===== src/rtl/cam_capture_win_pkg.sv =====
// Shared types and helpers for the camera capture window path.
package cam_pkg;

    typedef enum logic [1:0] {
        IDLE    = 2'd0,
        WAIT_VS = 2'd1,
        CAPTURE = 2'd2,
        DONE    = 2'd3
    } cam_state_e;

    localparam int SYNC_STAGES = 2;

    function automatic int unsigned ceil_half(input int unsigned v);
        return (v >> 1) + (v & 32'd1);
    endfunction

endpackage


===== src/rtl/cam_capture_win_if.sv =====
// Frame-buffer write port: one strobe, linear address and pixel word.
interface cam_capture_win_if #(
    parameter int ADDR_W = 17,
    parameter int PIX_W  = 16
);
    logic              wr_en;
    logic [ADDR_W-1:0] wr_addr;
    logic [PIX_W-1:0]  wr_data;

    modport master (output wr_en, wr_addr, wr_data);
    modport slave  (input  wr_en, wr_addr, wr_data);
endinterface


===== src/rtl/cam_capture_win_in_sync.sv =====
// Brings the camera pins into the clk domain and flags pclk/href/vsync edges.
module cam_in_sync
    import cam_pkg::*;
#(
    parameter int DW = 8
) (
    input  logic          clk,
    input  logic          rst_n,
    input  logic          pclk,
    input  logic          href,
    input  logic          vsync,
    input  logic [DW-1:0] d,
    output logic          pclk_rise,
    output logic          href_lvl,
    output logic          href_rise,
    output logic          href_fall,
    output logic          vsync_rise,
    output logic          vsync_fall,
    output logic [DW-1:0] d_s
);
    // ctl bit order: {vsync, href, pclk}; data travels through the same depth
    logic [2:0]    ctl_q [SYNC_STAGES];
    logic [DW-1:0] dat_q [SYNC_STAGES];
    logic [2:0]    ctl_prev_q;
    logic [2:0]    ctl_s;

    always_ff @(posedge clk) begin
        if (!rst_n) begin
            for (int i = 0; i < SYNC_STAGES; i++) begin
                ctl_q[i] <= '0;
                dat_q[i] <= '0;
            end
            ctl_prev_q <= '0;
        end else begin
            ctl_q[0] <= {vsync, href, pclk};
            dat_q[0] <= d;
            for (int i = 1; i < SYNC_STAGES; i++) begin
                ctl_q[i] <= ctl_q[i-1];
                dat_q[i] <= dat_q[i-1];
            end
            ctl_prev_q <= ctl_q[SYNC_STAGES-1];
        end
    end

    assign ctl_s      = ctl_q[SYNC_STAGES-1];
    assign d_s        = dat_q[SYNC_STAGES-1];
    assign pclk_rise  = ctl_s[0] & ~ctl_prev_q[0];
    assign href_lvl   = ctl_s[1];
    assign href_rise  = ctl_s[1] & ~ctl_prev_q[1];
    assign href_fall  = ~ctl_s[1] & ctl_prev_q[1];
    assign vsync_rise = ctl_s[2] & ~ctl_prev_q[2];
    assign vsync_fall = ~ctl_s[2] & ctl_prev_q[2];

endmodule


===== src/rtl/cam_capture_win.sv =====
// Camera capture path: pixel assembly, crop window with 2:1 decimation,
// linear frame-buffer writes and per-frame status.
module cam_capture_win
    import cam_pkg::*;
#(
    parameter int DW        = 8,
    parameter int PIX_BYTES = 2,
    parameter int ADDR_W    = 17,
    parameter int CNT_W     = 12
) (
    input  logic             clk,
    input  logic             rst_n,
    input  logic             cam_pclk,
    input  logic             cam_href,
    input  logic             cam_vsync,
    input  logic [DW-1:0]    cam_d,
    input  logic             cfg_en,
    input  logic             cfg_single,
    input  logic             cfg_decim,
    input  logic [CNT_W-1:0] cfg_x0,
    input  logic [CNT_W-1:0] cfg_y0,
    input  logic [CNT_W-1:0] cfg_w,
    input  logic [CNT_W-1:0] cfg_h,
    cam_capture_win_if.master fb,
    output logic             busy,
    output logic             frame_done,
    output logic [7:0]       frame_cnt,
    output logic             err_short,
    output logic             err_ovf
);
    localparam int                PIX_W    = DW * PIX_BYTES;
    localparam logic [1:0]        PH_LAST  = 2'(PIX_BYTES - 1);
    localparam logic [ADDR_W-1:0] ADDR_MAX = '1;

    logic pclk_rise, href_lvl, href_rise, href_fall, vsync_rise, vsync_fall;
    logic [DW-1:0] d_s;

    cam_in_sync #(.DW(DW)) u_sync (
        .clk        (clk),
        .rst_n      (rst_n),
        .pclk       (cam_pclk),
        .href       (cam_href),
        .vsync      (cam_vsync),
        .d          (cam_d),
        .pclk_rise  (pclk_rise),
        .href_lvl   (href_lvl),
        .href_rise  (href_rise),
        .href_fall  (href_fall),
        .vsync_rise (vsync_rise),
        .vsync_fall (vsync_fall),
        .d_s        (d_s)
    );

    cam_state_e        state_q, state_d;
    logic [1:0]        phase_q, phase_d, ph;
    logic [PIX_W-1:0]  sh_q, sh_d, pix_word;
    logic [CNT_W-1:0]  x_q, x_d, y_q, y_d;
    logic [CNT_W:0]    lines_q, lines_d, lines_now, lines_exp;
    logic              line_pix_q, line_pix_d, line_hit_q, line_hit_d;
    logic              full_q, full_d, en_prev_q;
    logic [ADDR_W-1:0] addr_q, addr_d;
    logic [CNT_W-1:0]  x0_q, x0_d, y0_q, y0_d, w_q, w_d, h_q, h_d;
    logic              decim_q, decim_d, single_q, single_d;
    logic              wr_en_q, wr_en_d;
    logic [ADDR_W-1:0] wr_addr_q, wr_addr_d;
    logic [PIX_W-1:0]  wr_data_q, wr_data_d;
    logic              busy_q, busy_d, done_q, done_d;
    logic [7:0]        fcnt_q, fcnt_d;
    logic              err_short_q, err_short_d, err_ovf_q, err_ovf_d;
    logic              pix_en, pix_done, hit, in_win, decim_ok;
    logic              line_pix_now, line_hit_now;

    // Window bounds compared one bit wider so x0+w never wraps
    assign decim_ok = !decim_q || ((x_q[0] == x0_q[0]) && (y_q[0] == y0_q[0]));
    assign in_win   = ({1'b0, x_q} >= {1'b0, x0_q}) && ({1'b0, x_q} < ({1'b0, x0_q} + {1'b0, w_q})) &&
                      ({1'b0, y_q} >= {1'b0, y0_q}) && ({1'b0, y_q} < ({1'b0, y0_q} + {1'b0, h_q})) &&
                      decim_ok;
    assign lines_exp = decim_q ? (CNT_W+1)'(ceil_half(32'(h_q))) : {1'b0, h_q};

    always_comb begin
        state_d = state_q;     phase_d = phase_q;     sh_d = sh_q;
        x_d = x_q;             y_d = y_q;             lines_d = lines_q;
        line_pix_d = line_pix_q;  line_hit_d = line_hit_q;
        full_d = full_q;       addr_d = addr_q;
        x0_d = x0_q;  y0_d = y0_q;  w_d = w_q;  h_d = h_q;
        decim_d = decim_q;     single_d = single_q;
        wr_en_d = 1'b0;        wr_addr_d = wr_addr_q; wr_data_d = wr_data_q;
        done_d = 1'b0;         fcnt_d = fcnt_q;
        err_short_d = err_short_q;  err_ovf_d = err_ovf_q;

        // A byte arriving on the href-fall cycle still belongs to the line
        ph       = href_rise ? 2'd0 : phase_q;
        pix_en   = pclk_rise & (href_lvl | href_fall);
        pix_word = PIX_W'({sh_q, d_s});
        pix_done = pix_en && (ph == PH_LAST);
        phase_d  = ph;
        if (pix_en) begin
            sh_d    = pix_word;
            phase_d = pix_done ? 2'd0 : ph + 2'd1;
        end
        if (href_fall) phase_d = 2'd0;

        hit = pix_done && in_win && (state_q == CAPTURE);
        if (pix_done) x_d = x_q + 1'b1;
        if (hit) begin
            if (full_q) begin
                err_ovf_d = 1'b1;
            end else begin
                wr_en_d   = 1'b1;
                wr_addr_d = addr_q;
                wr_data_d = pix_word;
                if (addr_q == ADDR_MAX) full_d = 1'b1;
                else                    addr_d = addr_q + 1'b1;
            end
        end

        line_pix_now = line_pix_q | pix_done;
        line_hit_now = line_hit_q | hit;
        lines_now    = lines_q + (CNT_W+1)'(line_hit_now);
        line_pix_d   = line_pix_now;
        line_hit_d   = line_hit_now;
        if (href_fall) begin
            x_d        = '0;
            if (line_pix_now) y_d = y_q + 1'b1;
            lines_d    = lines_now;
            line_pix_d = 1'b0;
            line_hit_d = 1'b0;
        end

        case (state_q)
            IDLE:    if (cfg_en) state_d = WAIT_VS;
            WAIT_VS: if (vsync_fall) begin
                state_d  = CAPTURE;
                x0_d = cfg_x0;  y0_d = cfg_y0;  w_d = cfg_w;  h_d = cfg_h;
                decim_d  = cfg_decim;
                single_d = cfg_single;
                x_d = '0;  y_d = '0;  lines_d = '0;
                line_pix_d = 1'b0;  line_hit_d = 1'b0;
                full_d = 1'b0;  addr_d = '0;  wr_addr_d = '0;
            end
            CAPTURE: if (vsync_rise) begin
                done_d  = 1'b1;
                fcnt_d  = fcnt_q + 8'd1;
                if (lines_now < lines_exp) err_short_d = 1'b1;
                state_d = single_q ? DONE : WAIT_VS;
            end
            DONE:    ;
            default: state_d = IDLE;
        endcase

        if (!cfg_en) begin
            state_d     = IDLE;
            done_d      = 1'b0;
            fcnt_d      = fcnt_q;
            err_short_d = err_short_q;
        end
        if (cfg_en && !en_prev_q) begin
            err_short_d = 1'b0;
            err_ovf_d   = 1'b0;
        end
        busy_d = (state_d == WAIT_VS) || (state_d == CAPTURE);
    end

    always_ff @(posedge clk) begin
        if (!rst_n) begin
            state_q <= IDLE;   phase_q <= '0;   sh_q <= '0;
            x_q <= '0;   y_q <= '0;   lines_q <= '0;
            line_pix_q <= 1'b0;   line_hit_q <= 1'b0;
            full_q <= 1'b0;   addr_q <= '0;   en_prev_q <= 1'b0;
            x0_q <= '0;   y0_q <= '0;   w_q <= '0;   h_q <= '0;
            decim_q <= 1'b0;   single_q <= 1'b0;
            wr_en_q <= 1'b0;   wr_addr_q <= '0;   wr_data_q <= '0;
            busy_q <= 1'b0;   done_q <= 1'b0;   fcnt_q <= '0;
            err_short_q <= 1'b0;   err_ovf_q <= 1'b0;
        end else begin
            state_q <= state_d;   phase_q <= phase_d;   sh_q <= sh_d;
            x_q <= x_d;   y_q <= y_d;   lines_q <= lines_d;
            line_pix_q <= line_pix_d;   line_hit_q <= line_hit_d;
            full_q <= full_d;   addr_q <= addr_d;   en_prev_q <= cfg_en;
            x0_q <= x0_d;   y0_q <= y0_d;   w_q <= w_d;   h_q <= h_d;
            decim_q <= decim_d;   single_q <= single_d;
            wr_en_q <= wr_en_d;   wr_addr_q <= wr_addr_d;   wr_data_q <= wr_data_d;
            busy_q <= busy_d;   done_q <= done_d;   fcnt_q <= fcnt_d;
            err_short_q <= err_short_d;   err_ovf_q <= err_ovf_d;
        end
    end

    assign fb.wr_en    = wr_en_q;
    assign fb.wr_addr  = wr_addr_q;
    assign fb.wr_data  = wr_data_q;
    assign busy        = busy_q;
    assign frame_done  = done_q;
    assign frame_cnt   = fcnt_q;
    assign err_short   = err_short_q;
    assign err_ovf     = err_ovf_q;

endmodule


===== src/flat_wrapper.sv =====
// flat-port wrapper written by rule: the top's interface ports become plain ports
module cam_capture_win_flat import cam_pkg::*;
#(
    parameter int DW        = 8,
    parameter int PIX_BYTES = 2,
    parameter int ADDR_W    = 17,
    parameter int CNT_W     = 12
)
  (clk, rst_n, cam_pclk, cam_href, cam_vsync, cam_d, cfg_en, cfg_single, cfg_decim, cfg_x0, cfg_y0, cfg_w, cfg_h, busy, frame_done, frame_cnt, err_short, err_ovf, fb_wr_en, fb_wr_addr, fb_wr_data);
  cam_capture_win_if #(.ADDR_W(ADDR_W), .PIX_W(16)) fb_i ();
  input  logic clk;
  input  logic rst_n;
  input  logic cam_pclk;
  input  logic cam_href;
  input  logic cam_vsync;
  input  logic [DW-1:0] cam_d;
  input  logic cfg_en;
  input  logic cfg_single;
  input  logic cfg_decim;
  input  logic [CNT_W-1:0] cfg_x0;
  input  logic [CNT_W-1:0] cfg_y0;
  input  logic [CNT_W-1:0] cfg_w;
  input  logic [CNT_W-1:0] cfg_h;
  output logic busy;
  output logic frame_done;
  output logic [7:0] frame_cnt;
  output logic err_short;
  output logic err_ovf;
  output wire logic [$bits(fb_i.wr_en)-1:0] fb_wr_en;
  output wire logic [$bits(fb_i.wr_addr)-1:0] fb_wr_addr;
  output wire logic [$bits(fb_i.wr_data)-1:0] fb_wr_data;
  assign fb_wr_en = fb_i.wr_en;
  assign fb_wr_addr = fb_i.wr_addr;
  assign fb_wr_data = fb_i.wr_data;
  cam_capture_win #(.DW(DW), .PIX_BYTES(PIX_BYTES), .ADDR_W(ADDR_W), .CNT_W(CNT_W)) u_core (.clk(clk), .rst_n(rst_n), .cam_pclk(cam_pclk), .cam_href(cam_href), .cam_vsync(cam_vsync), .cam_d(cam_d), .cfg_en(cfg_en), .cfg_single(cfg_single), .cfg_decim(cfg_decim), .cfg_x0(cfg_x0), .cfg_y0(cfg_y0), .cfg_w(cfg_w), .cfg_h(cfg_h), .fb(fb_i), .busy(busy), .frame_done(frame_done), .frame_cnt(frame_cnt), .err_short(err_short), .err_ovf(err_ovf));
endmodule

===== config.mk =====
export PLATFORM = sky130hd
export DESIGN_NAME = cam_capture_win_flat
export DESIGN_NICKNAME = d
export VERILOG_FILES = /design/src/rtl/cam_capture_win_pkg.sv /design/src/rtl/cam_capture_win_if.sv /design/src/rtl/cam_capture_win_in_sync.sv /design/src/rtl/cam_capture_win.sv /design/src/flat_wrapper.sv
export SDC_FILE = /design/constraint.sdc
export NUM_CORES = 1
export LEC_CHECK = 0
export BUFFER_PORTS_ARGS = -buffer_cell sky130_fd_sc_hd__buf_4
export CAP_MARGIN = 5
export CORE_AREA = 2 2 135 137
export CTS_CLUSTER_DIAMETER = 30
export DETAILED_ROUTE_END_ITERATION = 10
export DIE_AREA = 0 0 137 139
export GPL_TIMING_DRIVEN = 0
export PLACE_DENSITY = 0.87
export SETUP_SLACK_MARGIN = 0.2
export SLEW_MARGIN = 20
export SYNTH_ARGS = -nofsm -noshare
export SYNTH_HDL_FRONTEND = slang
export SYNTH_SLANG_ARGS = --single-unit

===== constraint.sdc =====
create_clock -name clk -period 7.6 [get_ports clk]
set_input_delay 1.14 -clock clk [delete_from_list [all_inputs] [get_ports clk]]
set_output_delay 1.14 -clock clk [all_outputs]
set_load 0.02 [all_outputs]

## Word-level counts from Yosys, hierarchy flattened

Memories as Yosys holds them, arrays and structs flattened.
Index checks and enable logic that the tools add are counted.

| word-level totals | value |
|---|---|
| register bits | 169 |
| latch bits | 0 |
| memory bits (writable) | 22 |
| memory bits (read-only) | 0 |
| bits of input ports | 64 |
| memories | 2 |

Memories:

| memory | words | bits a word | read ports | clocked after memory_dff | wr ports | RTL line | text |
|---|---|---|---|---|---|---|---|
| u_core.u_sync.dat_q | 2 | 8 | 2 | 0 | 2 | cam_capture_win_in_sync.sv:23 | `logic [DW-1:0] dat_q [SYNC_STAGES];` |
| u_core.u_sync.ctl_q | 2 | 3 | 2 | 0 | 2 | cam_capture_win_in_sync.sv:22 | `logic [2:0] ctl_q [SYNC_STAGES];` |

| cells by class | value |
|---|---|
| $add $sub $neg | 9 |
| $mul | 0 |
| divide/modulo/power cells | 0 |
| magnitude comparators | 5 |
| equal/unequal tests | 8 |
| shift-type cells | 0 |
| muxes and demuxes | 48 |
| bitwise logic cells | 20 |
| reduce and logical (&&, ||, !) cells | 23 |

Operator list:

| cell | number |
|---|---|
| $mux 17 | 9 |
| $mux 12 | 8 |
| $mux 13 | 4 |
| $add 12x12->13 | 2 |
| $lt 12x13->1 | 2 |
| $add 12x1->12 const B | 2 |
| $ge 12x12->1 | 2 |
| $add 17x1->17 const B | 1 |
| $eq 17x17->1 const B | 1 |
| $mux 8 | 2 |
| $mux 1 | 15 |
| $mux 2 | 7 |
| $add 13x1->13 | 1 |
| $lt 13x13->1 | 1 |
| $add 11x1->12 | 1 |
| $logic_and 1x1->1 | 9 |
| $add 8x1->8 const B | 1 |
| $reduce_and 2->1 | 4 |
| $not 1->1 | 7 |
| $or 1x1->1 | 7 |
| $and 1x1->1 | 6 |
| $eq 2x1->1 const B | 3 |
| $mux 3 | 2 |
| $pmux 2 s3 | 1 |
| other kinds (9) | 15 |

## Logic depth before layout (Yosys ltp)

Gate-level depths: netlist of run 1.

| depth | value |
|---|---|
| word-level depth | 13 |
| mapped depth | 27 |

## Modules after synthesis

Synthesis of run 1 repeated with hierarchy kept, for this count alone.

| unflattened totals | value |
|---|---|
| cells, all modules | 1217 |
| area total of the unflattened synthesis | 10179.8 um2 |

Modules (own cells, without submodules):

| module | instances | cells each | area an instance (um2) |
|---|---|---|---|
| cam_capture_win | 1 | 1152 | 9385.3 |
| cam_in_sync | 1 | 65 | 794.5 |

## Worst setup path after synthesis of run 1

Ideal clock, no wire load.

| timing | value |
|---|---|
| path kind | register to register |
| from | register u_core.h_q[0] |
| to | register u_core.err_short_q (netlist: u_core.err_short) |
| data arrival time | 5090 ps |
| required time | 7509 ps |
| setup slack | 2419 ps |
| cell stages (with the launch flop) | 27 |
| path buffers | 0 |
| period minus slack after synthesis | 5181 ps |
| path through | dfxtp_1 ha_1 inv_1 fa_1 nor2b_1 o31ai_1 a221o_1 nand2b_1 a21oi_1 xor2_1 ha_1 a2111oi_0 o21ai_0 o21ai_0 o211a_1 a21o_1 ha_1 and3_1 nand4_1 nor2_1 xor2_1 ha_1 nand2_1 nor2_1 a221oi_1 o211ai_1 a311oi_1 |

| on the way | value |
|---|---|
| cells in the longest elaborated chain, start to end | 10 |

RTL lines:

| element | RTL line | text |
|---|---|---|
| start: declaration | cam_capture_win.sv:62 | `logic [CNT_W-1:0] x0_q, x0_d, y0_q, y0_d, w_q, w_d, h_q, h_d;` |
| start signal: assignment | cam_capture_win.sv:170 | `x0_q <= '0; y0_q <= '0; w_q <= '0; h_q <= '0;` |
| start signal: assignment | cam_capture_win.sv:180 | `x0_q <= x0_d; y0_q <= y0_d; w_q <= w_d; h_q <= h_d;` |
| $add 12x12->13 | cam_capture_win.sv:76 | `({1'b0, y_q} >= {1'b0, y0_q}) && ({1'b0, y_q} < ({1'b0, y0_q} + {1'b0, h_q})) &&` |
| $lt 12x13->1 | cam_capture_win.sv:76 |  |
| $logic_and 1x1->1 (2 in series) | cam_capture_win.sv:76 |  |
| $logic_and 1x1->1 (2 in series) | cam_capture_win.sv:103 | `hit = pix_done && in_win && (state_q == CAPTURE);` |
| $or 1x1->1 | cam_capture_win.sv:118 | `line_hit_now = line_hit_q \| hit;` |
| $add 13x1->13 | cam_capture_win.sv:119 | `lines_now = lines_q + (CNT_W+1)'(line_hit_now);` |
| $lt 13x13->1 (*) | cam_capture_win.sv:144 | `if (lines_now < lines_exp) err_short_d = 1'b1;` |
| $reduce_and 4->1 (no line) (*) | -- |  |
| end signal: assignment | cam_capture_win.sv:184 | `err_short_q <= err_short_d; err_ovf_q <= err_ovf_d;` |
| end: declaration | cam_capture_win.sv:69 | `logic err_short_q, err_short_d, err_ovf_q, err_ovf_d;` |

Every way passes the cells marked *; elsewhere a longest branch is shown, timed or not.
A chain may end at the register's enable or synchronous reset.

## Final worst setup path of run 1

| timing | value |
|---|---|
| from | register u_core.h_q[1] |
| to | register u_core.err_short_q (netlist: u_core.err_short) |

Same word-level chain as after synthesis.

==> results of run 1 <==
final timing paths:
check / endpoint / slack [ns] / depth (start not counted)
worst max register to register: u_core.err_short / 1.13 / 25
worst min-delay path: u_core.u_sync.dat_q[0][15] / 0.44 / 1
worst max-delay path: u_core.err_short / 1.13 / 25
worst min register to register: u_core.u_sync.dat_q[0][15] / 0.44 / 1
sequential cells by signal, summed over array words and instances, names as in the netlist, 2 cells and up:
| register | flops |
|---|---|
| u_core.addr_q | 17 |
| u_core.fb.wr_addr | 17 |
| u_core.fb.wr_data | 16 |
| u_core.frame_cnt | 8 |
| u_core.h_q | 12 |
| u_core.lines_q | 13 |
| u_core.phase_q | 2 |
| u_core.sh_q | 8 |
| u_core.state_q | 2 |
| u_core.u_sync.ctl_prev_q | 3 |
| u_core.u_sync.ctl_q | 6 |
| u_core.u_sync.dat_q | 16 |
| u_core.w_q | 12 |
| u_core.x0_q | 12 |
| u_core.x_q | 12 |
| u_core.y0_q | 12 |
| u_core.y_q | 12 |
through the flow:
step,total power [mW],util [%]
2_1_floorplan,1.095,-
3_3_place_gp,1.144,62.89
4_1_cts,2.025,66.25
5_1_grt,2.080,66.28
6_report,2.023,66.28
3_5_place_dp,1.147,62.89
kinds of logic (layout without fill, tap and decap cells):
logic type	Yosys count	in the layout	share of synthesized area (%)
buffers and inverters	111	252	4.367
multiplexers	20	20	2.014
XOR/XNOR	62	62	5.430
AND/OR/NAND/NOR	449	449	21.61
flip-flops	191	191	38.24
adder cells (fa/ha/maj)	91	91	11.54
AO/OA/AOI/OAI	290	290	16.80
power breakdown:
group / internal (mW) / switching, mW / leakage [nW]
clock: 0.445 / 0.454 / 0.285
sequential: 1.01 / 0.00566 / 1.54
combinational: 0.0445 / 0.0663 / 2.80
area by class of cell:
class	instances	share of cell area, %
Clock buffer	18	3.667
Sequential cell	191	32.67
Clock inverter	14	1.401
Buffer	56	1.967
Tap cell	229	2.448
Timing Repair Buffer	109	6.992
Multi-Input combinational cell	912	49.09
Inverter	55	1.764
layer usage:
layer	GRT usage, %	vias up	share of wire, %
met5	0	-	0
met4	10.42	0	2.6
met3	4.678	58	6.9
met2	45.95	376	48
met1	35.37	4428	43
li1	-	4518	-
placed cells by master, fill, tap and decap left out, drive strengths merged, types with 4 or more instances in the layout:
cell	count
o21ai	76
nor2b	5
inv	62
nand3	64
a21oi	139
a31oi	5
nand2	158
o21a	12
nand2b	10
ha	89
nor4	6
buf	116
dfxtp	191
or4	8
mux2i	19
a2111oi	4
a21o	13
nor3b	7
nand4	23
or3	18
xor2	41
clkinv	6
and2	29
and3	13
clkbuf	67
a311oi	4
nor2	86
a221oi	4
nor3	10
o31ai	10
and4	5
xnor2	21
==> run metrics, run 1 <==
outcome completed; startpoint type of the worst setup path register; Layout Nets 1497; Ports 110; most used cell, CP ha_1; Resized cells post-CTS 0; largest cells by area after synthesis dfxtp_1 38%, ha_1 11%, a21oi_1 7.0%, nand2_1 5.9%, o21ai_0 3.8%; Final WS setup 1.127 ns; CP arrival 6.83 ns; DR pass1 iterations 5; area of the core 17660 um^2; Setup CP Type register to register; Die X-Extent 137 um; RR Startpoint u_core.h_q[1]; RSZ-0062 raised after global routing false; Worst-Skew Late Latency 0.45 ns; Main synth FF type dfxtp_1; port bufs 109; clock sink count 191; Crit. End Element register; Post-Syn Area per Cell 8.237 um^2; routed vias 9380; Area Overhead vs Synth 17.03%; full die area 19040 um^2; crit path from u_core.h_q[1]; slowest stage cell, crit path o21ai_0; worst-margin pin slew 0.8636 ns; WP data required 7.95 ns; CTS tree yes; multi-input logic area 5744 um^2; drt total wl 26.06 mm; n_diodes 0; Worst Min Path Start u_core.u_sync.dat_q[0][7]; RePlAce Congestion 0.9146; Area after DPL 11100 um^2; placed insts 1552; routed len/inst 16.45 um; sequential fraction of the synthesis area 38.24%; Final Cycle Share 85.17%; Post-synth ARST share 0%; remaining global-route overflow 0; Static Leak 4.629 nW; CP peak stage delay 0.51 ns; drt initial violations 828; GRT Overall Usage 27.53%; Post-CTS Setup Bufs 0; vias in the first global route 8866; worst hold slack 0.4405 ns; Setup Viol. Count Final 0; flops & latches, synth 191; Post-DRT Antenna Nets 0; Final Instance Area 11700 um^2; final hold viol count 0; fmax 154.5 MHz; fin cells 1584; first-pass GRT wire length 42.28 mm; pre-CTS WS 1.331 ns; Pins Over Slew Limit 0; clk root buf clkbuf_16; CTS Buf Count 17; EDFF count, synth 0; most frequent cells after synthesis 191 x dfxtp_1, 158 x nand2_1, 139 x a21oi_1; Vias/cell 5.922; drt drc 0; setup_tns 0 ns; peak supply drop 0.0001742 V; Yosys warning total 0; fin crit period 6.473 ns; initial antenna violation count 0; Yosys top cell by area dfxtp_1; starting density of the core 56.63%; clock buffer depth 2; Rows 49; DP HPWL 19.15 mm; Max Cap Viol 0; most common cell in the synthesized netlist dfxtp_1; CP Max Fanout 5; H-tree Lvls 4; clk_skew 0.01055 ns; area fraction of the dominant cell type after synthesis 38.24%; FF/Latch Area 3824 um^2; Synth cell types 62; largest net degree at the start of global routing 21; Hold Buf Count CTS 0; layout cells sized above 1 11.51%; Post-Syn Area 10000 um^2; pwr/cell area 172.9 nW/um^2; Worst Hold Class register to register; worst path bufs/invs 0; Die H 139 um; CTS clk-pin slew, worst paths 0.08 ns; relative slew slack 42.37%; Fillers 1410; Gate Count Post-Synth 1214; Worst path top cell family by delay compound AO/OA/AOI/OAI gates; Synth Net Count 1369
Note: power is estimated with default switching activity, not from simulation.
==> run 2: changes to the inputs <==
CTS_BUF_LIST = sky130_fd_sc_hd__clkbuf_16   (was not set)
==> run 2 against run 1 <==
  * Via count hardly changed
  * Sequential power hardly changed
  * Die area stayed put
  * Routed wire length hardly changed
==> run metrics, run 2 (synthesis results as in run 1) <==
power share of the clock group 44.4% (about the same); worst hold slack 0.4405 ns (about the same); Resized cells post-CTS 0 (unchanged); outcome completed (unchanged); most common cell after layout, fill and taps aside dfxtp_1 (unchanged); clk_skew 0.01054 ns (was 0.01055 ns); Gate power share 5.5% (about the same); drt initial violations 832 (was 828); DR pass1 iterations 5 (unchanged); clock buffer depth 2 (unchanged); area of the core 17660 um^2 (unchanged); worst reg-to-reg setup slack 1.12 ns (was 1.13 ns); starting density of the core 56.63% (unchanged); Fillers 1410 (unchanged); Post-DRT Antenna Nets 0 (unchanged); Worst Setup EP u_core.err_short (unchanged); CP arrival 6.83 ns (about the same); Setup CP Type register to register (unchanged); Die H 139 um (unchanged); H-tree Lvls 4 (unchanged); initial antenna violation count 0 (unchanged); GRT Overall Usage 27.53% (unchanged); full die area 19040 um^2 (unchanged); Area Overhead vs Synth 17.03% (unchanged); clk root buf clkbuf_16 (unchanged); Worst Hold Class register to register (unchanged); Net Sw Power 0.5258 mW (was 0.5260 mW); remaining global-route overflow 0 (unchanged); peak supply drop 0.0001742 V (about the same); sequential share of power 50.2% (was 50.1%); fin crit period 6.477 ns (was 6.473 ns); Final Cycle Share 85.22% (was 85.17%); vias in the first global route 8866 (unchanged); clock sink count 191 (unchanged); Net Sw Frac 26.01% (was 25.99%); R2R Path End u_core.err_short (unchanged); Vias/cell 5.919 (was 5.922); largest net degree at the start of global routing 21 (unchanged); Ports 110 (unchanged); Worst-Skew Late Latency 0.45 ns (about the same); fmax 154.4 MHz (was 154.5 MHz); Die X-Extent 137 um (unchanged); CTS tree yes (unchanged); final hold viol count 0 (unchanged); Static Leak 4.633 nW (was 4.629 nW); relative slew slack 42.38% (was 42.37%); Crit. End Element register (unchanged); Post-CTS Setup Bufs 0 (unchanged); first-pass GRT wire length 42.28 mm (unchanged); internal power 1.496 mW (was 1.497 mW); WP data required 7.95 ns (about the same); layout cells sized above 1 11.51% (unchanged); RSZ-0062 raised after global routing false (unchanged); Hold Buf Count CTS 0 (unchanged); drt total wl 26.06 mm (about the same); crit path from u_core.h_q[1] (unchanged); Layout Nets 1497 (unchanged); n_diodes 0 (unchanged); routed len/inst 16.45 um (about the same); DP HPWL 19.15 mm (unchanged); RePlAce Congestion 0.9146 (unchanged); Setup Viol. Count Final 0 (unchanged); port bufs 109 (unchanged); CP Max Fanout 5 (unchanged); fin cells 1584 (unchanged); Pins Over Slew Limit 0 (unchanged); pwr/cell area 172.8 nW/um^2 (was 172.9 nW/um^2); placed insts 1552 (unchanged); startpoint type of the worst setup path register (unchanged); CTS clk-pin slew, worst paths 0.08 ns (about the same); Max Cap Viol 0 (unchanged); drt drc 0 (unchanged); Rows 49 (unchanged); RR Startpoint u_core.h_q[1] (unchanged); worst-margin pin slew 0.8635 ns (was 0.8636 ns); most frequent cells in the layout 191 x dfxtp_1, 158 x nand2_1, 139 x a21oi_1 (unchanged); R2R cell count 25 (unchanged); routed vias 9375 (was 9380); CTS Buf Count 17 (unchanged); setup_tns 0 ns (unchanged)
-- run 2: area by class of cell --
type / instances / area [um^2] / area share, %
tap: 229 / 286.5 / 2.448
sequential: 191 / 3824 / 32.67
timing repair buffer: 109 / 818.3 / 6.992
clock inverter: 15 / 167.7 / 1.433
inverter: 55 / 206.4 / 1.764
clock buffer: 17 / 425.4 / 3.635
multi-input combinational: 912 / 5744 / 49.09
buffer: 56 / 230.2 / 1.967
-- run 2: worst min path at each step --
stage                              startpoint                          to  slack (ns)  depth (start not counted)
global placement    u_core.u_sync.dat_q[0][4]  u_core.u_sync.dat_q[0][12]        0.42                          1
detailed placement  u_core.u_sync.dat_q[0][6]  u_core.u_sync.dat_q[0][14]        0.42                          1
floorplan           u_core.u_sync.ctl_q[0][0]   u_core.u_sync.ctl_q[0][3]        0.41                          1
CTS                 u_core.u_sync.dat_q[0][6]  u_core.u_sync.dat_q[0][14]        0.44                          1
finish              u_core.u_sync.dat_q[0][7]  u_core.u_sync.dat_q[0][15]        0.44                          1
global route        u_core.u_sync.dat_q[0][7]  u_core.u_sync.dat_q[0][15]        0.45                          1
-- run 2: per-stage QoR --
step                      total power, mW  instance area (um^2)  setup WS, ns  utilization (%)
after global routing                2.078                 11700        0.6988            66.28
after global placement              1.144                 11100         1.532            62.89
after floorplan                     1.095                 10000         2.419                -
final                               2.022                 11700         1.123            66.28
after CTS                           2.023                 11700         1.239            66.25
after detailed placement            1.147                 11100         1.331            62.89
-- run 2: layer usage --
layer | up-vias | global-route usage (%) | wire length (um)
li1 | 4519 | - | -
met1 | 4430 | 35.37 | 11130
met2 | 368 | 45.95 | 12480
met3 | 58 | 4.678 | 1777
met4 | 0 | 10.42 | 675
met5 | - | 0 | 0
-- run 2: power by group through the flow --
stage | clock network (mW) | registers, mW | logic (mW)
3_3_place_gp | 0 | 1.04 | 0.107
3_5_place_dp | 0 | 1.04 | 0.109
5_1_grt | 0.943 | 1.01 | 0.121
6_report | 0.897 | 1.01 | 0.111
2_1_floorplan | 0 | 1.04 | 0.0597
4_1_cts | 0.899 | 1.01 | 0.110
-- run 2: worst max-delay path, cell delays in order (launching register included) --
cell,delay [ns]
dfxtp_1,0.46
ha_1,0.28
a21o_1,0.18
a21oi_1,0.26
o21ai_0,0.20
a311oi_1,0.41
o21bai_1,0.13
a21oi_1,0.18
xor2_1,0.10
ha_1,0.20
a2111oi_0,0.39
o21ai_0,0.18
o21ai_0,0.51
o211a_1,0.29
a21o_1,0.19
ha_1,0.27
and3_1,0.20
nand4_1,0.20
nor2_1,0.32
xor2_1,0.24
ha_1,0.28
nand2_1,0.10
nor2_1,0.06
a221oi_1,0.25
o211ai_1,0.18
a311oi_1,0.29
==> run 3: changes to the inputs <==
CORE_AREA = 2 2 136 138   (was 2 2 135 137)
CTS_BUF_LIST = not set   (was sky130_fd_sc_hd__clkbuf_16)
DIE_AREA = 0 0 138 140   (was 0 0 137 139)
SYNTH_HIERARCHICAL = 1   (was not set)
==> run 3 against run 2 <==
  * Synthesized cell count increased by 0.25%
  * Fmax down 4.1%
  * Via count decreased by 4.5%
  * Die area increased by 1.5%
  * Setup slack lost 0.28 ns
  * Worst hold slack worse by 0.0033 ns
  * Count of clock-buffer cells in the layout stayed put
  * Critical endpoint is now u_core/err_short
==> run metrics, run 3 <==
initial antenna violation count 0 (unchanged); remaining global-route overflow 0 (unchanged); Final Cycle Share 88.86% (was 85.22%); fmax 148.1 MHz (was 154.4 MHz); most frequent cells after synthesis 233 x nand2_1, 191 x dfxtp_1, 110 x a21oi_1 (was 191 x dfxtp_1, 158 x nand2_1, 139 x a21oi_1); CP peak stage delay 0.48 ns (was 0.51 ns); clk root buf clkbuf_16 (unchanged); Setup Viol. Count Final 0 (unchanged); most frequent cells in the layout 233 x nand2_1, 191 x dfxtp_1, 120 x buf_4 (was 191 x dfxtp_1, 158 x nand2_1, 139 x a21oi_1); RePlAce Congestion 0.9569 (was 0.9146); Static Leak 4.656 nW (was 4.633 nW); slowest stage cell, crit path dfxtp_1 (was o21ai_0); Die H 140 um (was 139 um); area of the core 17780 um^2 (was 17660 um^2); full die area 19320 um^2 (was 19040 um^2); Post-synth ARST share 0% (unchanged); Synth Net Count 1372 (was 1369); WP data required 7.93 ns (was 7.95 ns); Hold Buf Count CTS 0 (unchanged); CTS tree yes (unchanged); outcome completed (unchanged); Main synth FF type dfxtp_1 (unchanged); n_diodes 0 (unchanged); Layout Nets 1500 (was 1497); Crit. path cell count 27 (was 25); largest cells by area after synthesis dfxtp_1 38%, ha_1 11%, nand2_1 8.6%, a21oi_1 5.4%, mux2i_1 4.2% (was dfxtp_1 38%, ha_1 11%, a21oi_1 7.0%, nand2_1 5.9%, o21ai_0 3.8%); area fraction of the dominant cell type after synthesis 37.56% (was 38.24%); Post-Syn Area 10180 um^2 (was 10000 um^2); clock buffer depth 2 (unchanged); port bufs 109 (unchanged); DR pass1 iterations 5 (unchanged); Worst-Skew Late Latency 0.44 ns (was 0.45 ns); startpoint type of the worst setup path register (unchanged); Post-DRT Antenna Nets 0 (unchanged); worst path bufs/invs 2 (was 0); Yosys top cell by area dfxtp_1 (unchanged); Post-CTS Setup Bufs 0 (unchanged); most used cell, CP ha_1 (unchanged); Resized cells post-CTS 0 (unchanged); H-tree Lvls 4 (unchanged); Util after Layout 67.01% (was 66.28%); peak supply drop 0.0001688 V (was 0.0001742 V); drt initial violations 782 (was 832); Max Cap Viol 0 (unchanged); DP HPWL 18.97 mm (was 19.15 mm); Crit. End Element register (unchanged); CTS clk-pin slew, worst paths 0.08 ns (about the same); sequential fraction of the synthesis area 37.56% (was 38.24%); clock sink count 191 (unchanged); R2R cell count 27 (was 25); Setup CP Type register to register (unchanged); routed len/inst 15.73 um (was 16.45 um); Die X-Extent 138 um (was 137 um); Worst path top cell family by delay compound AO/OA/AOI/OAI gates (unchanged); CP Max Fanout 9 (was 5); drt drc 0 (unchanged); Area Overhead vs Synth 17.04% (was 17.03%); setup_tns 0 ns (unchanged); Vias/cell 5.643 (was 5.919); Rows 49 (unchanged); CP arrival 7.08 ns (was 6.83 ns); flops & latches, synth 191 (unchanged); Synth cell types 66 (was 62); first-pass GRT wire length 40.94 mm (was 42.28 mm); worst-margin pin slew 0.9649 ns (was 0.8635 ns); drt total wl 24.96 mm (was 26.06 mm); RSZ-0062 raised after global routing false (unchanged); clk_skew 0.01107 ns (was 0.01054 ns); Pins Over Slew Limit 0 (unchanged); most common cell in the synthesized netlist nand2_1 (was dfxtp_1); Yosys warning total 6 (was 0); Worst Hold Class register to register (unchanged); worst reg-to-reg setup slack 0.85 ns (was 1.12 ns); CTS Buf Count 17 (unchanged); routed vias 8955 (was 9375); fin crit period 6.753 ns (was 6.477 ns); most common cell after layout, fill and taps aside nand2_1 (was dfxtp_1); relative slew slack 35.18% (was 42.38%); Hold Path Depth 1 (unchanged); starting density of the core 57.26% (was 56.63%); final hold viol count 0 (unchanged); largest net degree at the start of global routing 22 (was 21); EDFF count, synth 0 (unchanged); Gate Count Post-Synth 1217 (was 1214); Ports 110 (unchanged); pwr/cell area 171.5 nW/um^2 (was 172.8 nW/um^2); layout cells sized above 1 14.58% (was 11.51%); vias in the first global route 8697 (was 8866); Post-Syn Area per Cell 8.365 um^2 (was 8.237 um^2); GRT Overall Usage 25.65% (was 27.53%); worst hold slack 0.4372 ns (was 0.4405 ns)
run 3: logic make-up after synthesis:
| logic type | Yosys count | share of synthesized area, % |
|---|---|---|
| compound gates | 232 | 13.82 |
| mux | 43 | 4.228 |
| flops | 191 | 37.56 |
| buf+inv | 119 | 5.224 |
| fa+ha+maj | 91 | 11.33 |
| xor+xnor | 68 | 5.851 |
| simple gates | 473 | 21.99 |
run 3: power breakdown:
group,switching (mW),internal [mW]
Sequential,0.00484,1.01
Combinational,0.0576,0.0452
Clock,0.446,0.481
Total,0.508,1.54
run 3: final timing paths:
check                             from                         to
min reg2reg  u_core/u_sync/dat_q[0][0]  u_core/u_sync/dat_q[0][8]
max reg2reg              u_core/h_q[1]           u_core/err_short
min          u_core/u_sync/dat_q[0][0]  u_core/u_sync/dat_q[0][8]
max                      u_core/h_q[1]           u_core/err_short
run 3: area by class of cell:
cell class | instances | area (um^2)
inverter | 55 | 206.4
tap | 229 | 286.5
buffer | 64 | 325.3
timing repair buffer | 109 | 818.3
clock buffer | 17 | 425.4
sequential | 191 | 3824
multi-input combinational | 907 | 5824
clock inverter | 15 | 203.9
fill | 1398 | 5866
run 3: routing by layer:
metal	share of wire [%]	vias to the layer above	track usage [%]
li1	-	4438	-
met1	43	4193	33.20
met2	48	263	42.63
met3	6.4	61	4.684
met4	2.8	0	10.31
met5	0	-	0
run 3: stage by stage:
stage	worst slack (ns)	power [mW]	instances	cell area, um^2
after detailed placement	1.016	1.137	1555	11280
after global routing	0.3963	2.105	1587	11910
after global placement	1.184	1.135	1555	11280
after CTS	0.9468	2.053	1587	11910
after floorplan	1.970	1.090	1217	10180
final	0.8468	2.043	1587	11910
